[config.mk]
export PLATFORM = sky130hd
export DESIGN_NAME = spi_slave_phy_flat
export DESIGN_NICKNAME = d
export VERILOG_FILES = /design/src/rtl/spi_pkg.sv /design/src/rtl/spi_slave_phy_if.sv /design/src/rtl/spi_slave_phy_sync_edge.sv /design/src/rtl/spi_slave_phy.sv /design/src/flat_wrapper.sv
export SDC_FILE = /design/constraint.sdc
export NUM_CORES = 1
export LEC_CHECK = 0
export ABC_AREA = 1
export BUFFER_PORTS_ARGS = -buffer_cell sky130_fd_sc_hd__buf_2
export CORE_UTILIZATION = 58
export CTS_CLUSTER_SIZE = 8
export DETAILED_ROUTE_END_ITERATION = 10
export HOLD_SLACK_MARGIN = 0.06
export PLACE_DENSITY = 0.78
export SYNTH_ARGS = -nofsm -noshare
export SYNTH_HDL_FRONTEND = slang
export SYNTH_SLANG_ARGS = --single-unit
[constraint.sdc]
create_clock -name clk -period 2.8 [get_ports clk]
set_clock_uncertainty 0.1 [all_clocks]
set_input_delay 0 -clock clk [delete_from_list [all_inputs] [get_ports clk]]
set_output_delay 0 -clock clk [all_outputs]
set_load 0.1 [all_outputs]
[src/rtl/spi_pkg.sv]
// rtl/spi_pkg.sv - shared widths, synchroniser reset levels and helpers for the SPI slave PHY
package spi_pkg;

    localparam int SPI_BYTE_W    = 8;
    localparam int SPI_BIT_CNT_W = 3;

    // Idle levels of the raw pins: clock low (mode 0), data low, chip select released.
    localparam logic SCLK_RST_VAL = 1'b0;
    localparam logic MOSI_RST_VAL = 1'b0;
    localparam logic CS_N_RST_VAL = 1'b1;

    localparam logic [SPI_BIT_CNT_W-1:0] LAST_BIT = SPI_BIT_CNT_W'(SPI_BYTE_W - 1);

    typedef logic [SPI_BYTE_W-1:0]    spi_byte_t;
    typedef logic [SPI_BIT_CNT_W-1:0] spi_bit_cnt_t;

    // MSB-first shift: new bit enters at the LSB end.
    function automatic spi_byte_t shift_in(input spi_byte_t cur, input logic bit_in);
        return {cur[SPI_BYTE_W-2:0], bit_in};
    endfunction

endpackage

[src/rtl/spi_slave_phy_if.sv]
// rtl/spi_slave_phy_if.sv - SPI pin and byte-side bundle; SPI_SLAVE_PHY_STATUS_EN adds byte_cnt/frame_err
interface spi_slave_phy_if;
    import spi_pkg::*;

    logic      spi_sclk;
    logic      spi_mosi;
    logic      spi_cs_n;
    logic      spi_miso;
    spi_byte_t tx_byte;
    spi_byte_t rx_byte;
    logic      rx_valid;
    logic      cs_sync;

`ifdef SPI_SLAVE_PHY_STATUS_EN
    logic [7:0] byte_cnt;
    logic       frame_err;

    modport slave (
        input  spi_sclk, spi_mosi, spi_cs_n, tx_byte,
        output spi_miso, rx_byte, rx_valid, cs_sync, byte_cnt, frame_err
    );

    modport master (
        output spi_sclk, spi_mosi, spi_cs_n, tx_byte,
        input  spi_miso, rx_byte, rx_valid, cs_sync, byte_cnt, frame_err
    );
`else
    modport slave (
        input  spi_sclk, spi_mosi, spi_cs_n, tx_byte,
        output spi_miso, rx_byte, rx_valid, cs_sync
    );

    modport master (
        output spi_sclk, spi_mosi, spi_cs_n, tx_byte,
        input  spi_miso, rx_byte, rx_valid, cs_sync
    );
`endif

endinterface

[src/rtl/spi_slave_phy_sync_edge.sv]
// rtl/spi_slave_phy_sync_edge.sv - multi-flop pin synchroniser with registered-previous edge detect
module sync_edge #(
    parameter int   SYNC_STAGES = 2,
    parameter logic RST_VAL     = 1'b0
) (
    input  logic clk,
    input  logic rst,
    input  logic i_pin,
    output logic o_sync,
    output logic o_rise,
    output logic o_fall
);

    logic [SYNC_STAGES-1:0] r_chain;
    logic                   r_prev;

    // Shift the raw pin through the chain; r_prev trails the synchronised value by one clk.
    always_ff @(posedge clk) begin
        if (rst) begin
            r_chain <= {SYNC_STAGES{RST_VAL}};
            r_prev  <= RST_VAL;
        end else begin
            r_chain <= {r_chain[SYNC_STAGES-2:0], i_pin};
            r_prev  <= r_chain[SYNC_STAGES-1];
        end
    end

    assign o_sync = r_chain[SYNC_STAGES-1];
    assign o_rise = !r_prev &&  o_sync;
    assign o_fall =  r_prev && !o_sync;

endmodule

[src/rtl/spi_slave_phy.sv]
// rtl/spi_slave_phy.sv - SPI mode-0 slave PHY; SPI_SLAVE_PHY_STATUS_EN adds byte_cnt/frame_err outputs
module spi_slave_phy
    import spi_pkg::*;
#(
    parameter int SYNC_STAGES = 2
) (
    input  logic            clk,
    input  logic            rst,
    spi_slave_phy_if.slave  bus
);

    logic w_sclk_s;
    logic w_sclk_rise;
    logic w_sclk_fall;
    logic w_mosi_s;
    logic w_mosi_rise;
    logic w_mosi_fall;
    logic w_cs_s;
    logic w_cs_rise;
    logic w_cs_fall;

    spi_bit_cnt_t r_bit_cnt;
    spi_byte_t    r_rx_shift;
    spi_byte_t    r_tx_shift;
    logic         r_byte_done;
    spi_byte_t    r_rx_byte;
    logic         r_rx_valid;
    logic         r_miso;

    spi_byte_t    w_tx_next;
    spi_byte_t    w_rx_next;
    logic         w_rise_act;
    logic         w_fall_act;
    logic         w_byte_end;

    sync_edge #(
        .SYNC_STAGES (SYNC_STAGES),
        .RST_VAL     (SCLK_RST_VAL)
    ) u_sync_sclk (
        .clk    (clk),
        .rst    (rst),
        .i_pin  (bus.spi_sclk),
        .o_sync (w_sclk_s),
        .o_rise (w_sclk_rise),
        .o_fall (w_sclk_fall)
    );

    sync_edge #(
        .SYNC_STAGES (SYNC_STAGES),
        .RST_VAL     (MOSI_RST_VAL)
    ) u_sync_mosi (
        .clk    (clk),
        .rst    (rst),
        .i_pin  (bus.spi_mosi),
        .o_sync (w_mosi_s),
        .o_rise (w_mosi_rise),
        .o_fall (w_mosi_fall)
    );

    // The cs chain resets to 1, so after rst cs_sync stays deselected until the chain refills.
    sync_edge #(
        .SYNC_STAGES (SYNC_STAGES),
        .RST_VAL     (CS_N_RST_VAL)
    ) u_sync_cs (
        .clk    (clk),
        .rst    (rst),
        .i_pin  (bus.spi_cs_n),
        .o_sync (w_cs_s),
        .o_rise (w_cs_rise),
        .o_fall (w_cs_fall)
    );

    // Level of sclk is only needed for its edges; mosi edges and (in the base build) cs edges go nowhere.
    logic w_unused;
    assign w_unused = ^{w_sclk_s, w_mosi_rise, w_mosi_fall, w_cs_rise, w_cs_fall};

    // Edges count only while selected; deselect therefore wins over a coincident rise.
    always_comb begin
        w_rise_act = !w_cs_s && w_sclk_rise;
        w_fall_act = !w_cs_s && w_sclk_fall;
        w_byte_end = w_rise_act && (r_bit_cnt == LAST_BIT);
        w_rx_next  = shift_in(r_rx_shift, w_mosi_s);
    end

    // Next transmit shifter: track tx_byte while idle, reload after a byte, else shift left.
    always_comb begin
        w_tx_next = r_tx_shift;
        if (w_cs_s) begin
            w_tx_next = bus.tx_byte;
        end else if (w_fall_act) begin
            if (r_byte_done) begin
                w_tx_next = bus.tx_byte;
            end else begin
                w_tx_next = {r_tx_shift[SPI_BYTE_W-2:0], 1'b0};
            end
        end
    end

    // Receive path: sample mosi on each rise, publish the byte and strobe after the eighth bit.
    always_ff @(posedge clk) begin
        if (rst) begin
            r_bit_cnt   <= '0;
            r_rx_shift  <= '0;
            r_rx_byte   <= '0;
            r_rx_valid  <= 1'b0;
            r_byte_done <= 1'b0;
        end else begin
            r_rx_valid <= 1'b0;
            if (w_cs_s) begin
                r_bit_cnt   <= '0;
                r_byte_done <= 1'b0;
            end else if (w_rise_act) begin
                r_rx_shift <= w_rx_next;
                r_bit_cnt  <= r_bit_cnt + 1'b1;
                if (w_byte_end) begin
                    r_rx_byte   <= w_rx_next;
                    r_rx_valid  <= 1'b1;
                    r_byte_done <= 1'b1;
                end
            end else if (w_fall_act && r_byte_done) begin
                r_byte_done <= 1'b0;
            end
        end
    end

    // Transmit path: MISO is a flop fed from the next shifter MSB, held low while deselected.
    always_ff @(posedge clk) begin
        if (rst) begin
            r_tx_shift <= '0;
            r_miso     <= 1'b0;
        end else begin
            r_tx_shift <= w_tx_next;
            r_miso     <= w_cs_s ? 1'b0 : w_tx_next[SPI_BYTE_W-1];
        end
    end

    assign bus.spi_miso = r_miso;
    assign bus.rx_byte  = r_rx_byte;
    assign bus.rx_valid = r_rx_valid;
    assign bus.cs_sync  = w_cs_s;

`ifdef SPI_SLAVE_PHY_STATUS_EN
    logic [7:0] r_byte_cnt;
    logic       r_frame_err;

    // Per-frame byte counter (saturating) and sticky flag for frames ending mid-byte.
    always_ff @(posedge clk) begin
        if (rst) begin
            r_byte_cnt  <= '0;
            r_frame_err <= 1'b0;
        end else begin
            if (w_cs_fall) begin
                r_byte_cnt <= '0;
            end else if (w_byte_end && (r_byte_cnt != 8'hFF)) begin
                r_byte_cnt <= r_byte_cnt + 8'd1;
            end
            if (w_cs_rise && (r_bit_cnt != '0)) begin
                r_frame_err <= 1'b1;
            end
        end
    end

    assign bus.byte_cnt  = r_byte_cnt;
    assign bus.frame_err = r_frame_err;
`endif

endmodule

[src/flat_wrapper.sv]
// flat-port wrapper written by rule: the top's interface ports become plain ports
module spi_slave_phy_flat import spi_pkg::*;
#(
    parameter int SYNC_STAGES = 2
)
  (clk, rst, bus_spi_sclk, bus_spi_mosi, bus_spi_cs_n, bus_tx_byte, bus_spi_miso, bus_rx_byte, bus_rx_valid, bus_cs_sync);
  spi_slave_phy_if bus_i ();
  input  logic clk;
  input  logic rst;
  input wire logic [$bits(bus_i.spi_sclk)-1:0] bus_spi_sclk;
  input wire logic [$bits(bus_i.spi_mosi)-1:0] bus_spi_mosi;
  input wire logic [$bits(bus_i.spi_cs_n)-1:0] bus_spi_cs_n;
  input wire logic [$bits(bus_i.tx_byte)-1:0] bus_tx_byte;
  output wire logic [$bits(bus_i.spi_miso)-1:0] bus_spi_miso;
  output wire logic [$bits(bus_i.rx_byte)-1:0] bus_rx_byte;
  output wire logic [$bits(bus_i.rx_valid)-1:0] bus_rx_valid;
  output wire logic [$bits(bus_i.cs_sync)-1:0] bus_cs_sync;
  assign bus_i.spi_sclk = bus_spi_sclk;
  assign bus_i.spi_mosi = bus_spi_mosi;
  assign bus_i.spi_cs_n = bus_spi_cs_n;
  assign bus_i.tx_byte = bus_tx_byte;
  assign bus_spi_miso = bus_i.spi_miso;
  assign bus_rx_byte = bus_i.rx_byte;
  assign bus_rx_valid = bus_i.rx_valid;
  assign bus_cs_sync = bus_i.cs_sync;
  spi_slave_phy #(.SYNC_STAGES(SYNC_STAGES)) u_core (.clk(clk), .rst(rst), .bus(bus_i));
endmodule
==> flow_metrics.tcl <==
set metrics [dict create \
    yosys_warnings 0 \
    seqCellArea_um2 721 \
    stdcell_area_mm2 0.00182 \
    detailed_place.area_mm2 0.00158 \
    final_cell_mix "nand2_1, dfxtp_1, nor2_1, buf_2, nand3_1" \
    drt-total-wl_um 3050 \
    setup_viol 0 \
    critPathLaunch "u_core.r_byte_done$_SDFFE_PP0P_" \
    antenna_left 0 \
    clk_latency_ns 0.35 \
    drv_cap 0 \
    ys_seq_elements 36 \
    core_area_mm2 0.00230 \
    p_leak_uw 0.000956 \
    syn-cell-area_mm2 0.00148 \
    diodes 0 \
    wire_per_inst_um 11.5 \
    nNetsFinal 250 \
    power_density_mw_per_mm2 562 \
    path_max_fanout 9 \
    synth-seq-area-share_pct 48.9 \
    dr.pass1.iters 4 \
    synth_cells 196 \
    dieArea_mm2 0.00275 \
    min_period_over_period_pct 70.9 \
    yosys.area.top_type_share_pct 48.9 \
    via_count 1299 \
    cts.sinks 36 \
    async_flop_share_pct 0 \
    layout-drive-gt1-share_pct 19.9 \
    antenna_found_initial 0 \
    vias_per_cell 4.92 \
    synth-edff-count 0 \
    cts_buffers 5 \
    area_delta_synth_final_pct 23.6 \
    grtUsageTotal_pct 25.6 \
    synth_nets 211 \
    slew_violations 0 \
    rr_endpoint "u_core.r_tx_shift[7]$_SDFF_PP0_" \
    clk_pin_slew_ns 0.11 \
    hold_violations 0 \
    max_slew_margin_pct 59.1 \
    hp-class "register to register" \
    port_buffers 23 \
    cts_tree "done" \
    die-width_um 52.4 \
    synthTopCellsByArea "dfxtp_1, nand2_1, nor2_1" \
    die_h_um 52.4 \
    gp_congestion 0.787 \
    start_kind "register" \
    vdd_drop_max_uv 553 \
    place_hpwl_um 1900 \
    rsz0062_at_grt "no" \
    root_buffer "clkbuf_4" \
    critPathKind "register to register" \
    num-fill-cells 167 \
    crit_end "u_core.r_tx_shift[7]$_SDFF_PP0_" \
    yosysTopAreaCell "dfxtp_1" \
    initial_core_util_pct 64.2 \
    r2r_slack_ns 0.81 \
    worst_slew_pin_slew_ns 0.613 \
    layout_commonest_cell "nand2_1" \
    grt_pass1_wl_um 4950 \
    clock.fmax_mhz 504 \
    multi_input_area_um2 636 \
    overflow 0 \
    required_ns 2.94 \
    grt_pass1_vias 1205 \
    tns_ns 0 \
    reg2reg_depth 6 \
    fin_crit_ns 1.99 \
    synth_area_per_cell_um2 7.53 \
    cts_resized 0 \
    synth_ff_type "dfxtp_1" \
    num_rows 17 \
    drcViolationCount 0 \
    ioPinCount 24 \
    arrival_ns 2.13 \
    drt_iter0_drc 18 \
    cts.path.max_buffers 2 \
    outcome "finished, final reports clean" \
    grt_max_degree 22 \
    crit_path_end_kind "register" \
    rr_startpoint "u_core.r_byte_done$_SDFFE_PP0P_" \
    ys_types 25 \
    htree_num_levels 2 \
]
==> timing repair <==
| action | CTS | global route |
|---|---|---|
| endpoints found under the hold margin | 17 | 0 |
| endpoints found under the setup margin | 0 | 0 |
| hold buffers | 15 | 0 |
| buffers inserted | 0 | 0 |
==> sequential cells by signal (all words and copies together) (netlist names) <==
signal,flops
u_core.r_rx_shift,7
u_core.bus.rx_valid,1
u_core.r_bit_cnt,3
u_core.u_sync_mosi.r_chain,2
u_core.r_byte_done,1
u_core.bus.spi_miso,1
u_core.u_sync_cs.r_chain,2
u_core.u_sync_sclk.r_chain,2
u_core.u_sync_sclk.r_prev,1
u_core.bus.rx_byte,8
u_core.r_tx_shift,8
==> metal layers <==
| layer | part of all wire, % | wire length (um) | GRT usage, % |
|---|---|---|---|
| met5 | 0 | 0 | 0 |
| met2 | 46 | 1390 | 42.0 |
| met1 | 47 | 1440 | 29.7 |
| met4 | 2.5 | 77 | 15.8 |
| met3 | 4.3 | 131 | 6.09 |
==> critical path, cell delays in order, from the launching register on <==
cell and delay [ns]:
dfxtp_1 0.50, clkinv_1 0.32, nand2_1 0.14, a21oi_1 0.07
nor2_1 0.14, nor2_1 0.05, dlygate4sd3_1 0.55
==> cell families after synthesis <==
family          share of synthesized area, %
fa+ha+maj                               1.70
buf+inv                                 8.06
flops                                   48.9
simple gates                            36.5
compound gates                          4.92
==> synthesized netlist by cell type (2+ instances only) <==
library cell  number
a21oi_1            4
nor2_1            25
nor2_4             2
nand2_2            3
o21ai_0            3
inv_2              3
nand2_1           66
nand3_1           17
buf_6              2
inv_1             11
dfxtp_1           36
o21ai_1            6
buf_4              2
ha_1               2
or2_2              2
nor2_2             2
buf_2              2
==> layout make-up <==
type / instances / area share (%)
flip-flops and latches: 36 / 39.5
well taps: 28 / 1.92
multi-input cells: 137 / 34.9
clock inverters: 1 / 1.65
inverters: 17 / 3.91
repair buffers: 38 / 14.6
clock buffers: 7 / 3.57
==> stage by stage <==
stage | hold WS, ns | setup slack, ns | util [%] | total power, uW | cells
after CTS | 0.267 | 0.841 | 79.4 | 1020 | 264
final | 0.319 | 0.815 | 79.4 | 1020 | 264
after global routing | 0.313 | 0.677 | 79.4 | 1050 | 264
after global placement | 0.0820 | 1.39 | 68.7 | 601 | 241
after detailed placement | 0.0900 | 1.31 | 68.7 | 604 | 241
after floorplan | -0.0162 | 1.00 | - | 587 | 196
==> power by group <==
group          internal, uW  total (uW)  switching [uW]
Clock                   237         414             177
Sequential              525         535            9.50
Combinational          34.5        76.1            41.6
Total                   797        1020             228
==> how the worst min path moves through the flow <==
stage / endpoint / start / cells past startpoint
2_1_floorplan: u_core.bus.rx_valid$_SDFF_PP0_ / rst / 1
3_3_place_gp: u_core.u_sync_cs.r_chain[0]$_SDFF_PP1_ / bus_spi_cs_n / 2
3_5_place_dp: u_core.u_sync_cs.r_chain[0]$_SDFF_PP1_ / bus_spi_cs_n / 2
4_1_cts: u_core.u_sync_cs.r_chain[0]$_SDFF_PP1_ / bus_spi_cs_n / 3
5_1_grt: u_core.u_sync_cs.r_chain[0]$_SDFF_PP1_ / bus_spi_cs_n / 3
6_report: u_core.u_sync_mosi.r_chain[1]$_SDFF_PP0_ / u_core.u_sync_mosi.r_chain[0]$_SDFF_PP0_ / 2
Power figures use the tool's default switching activity.
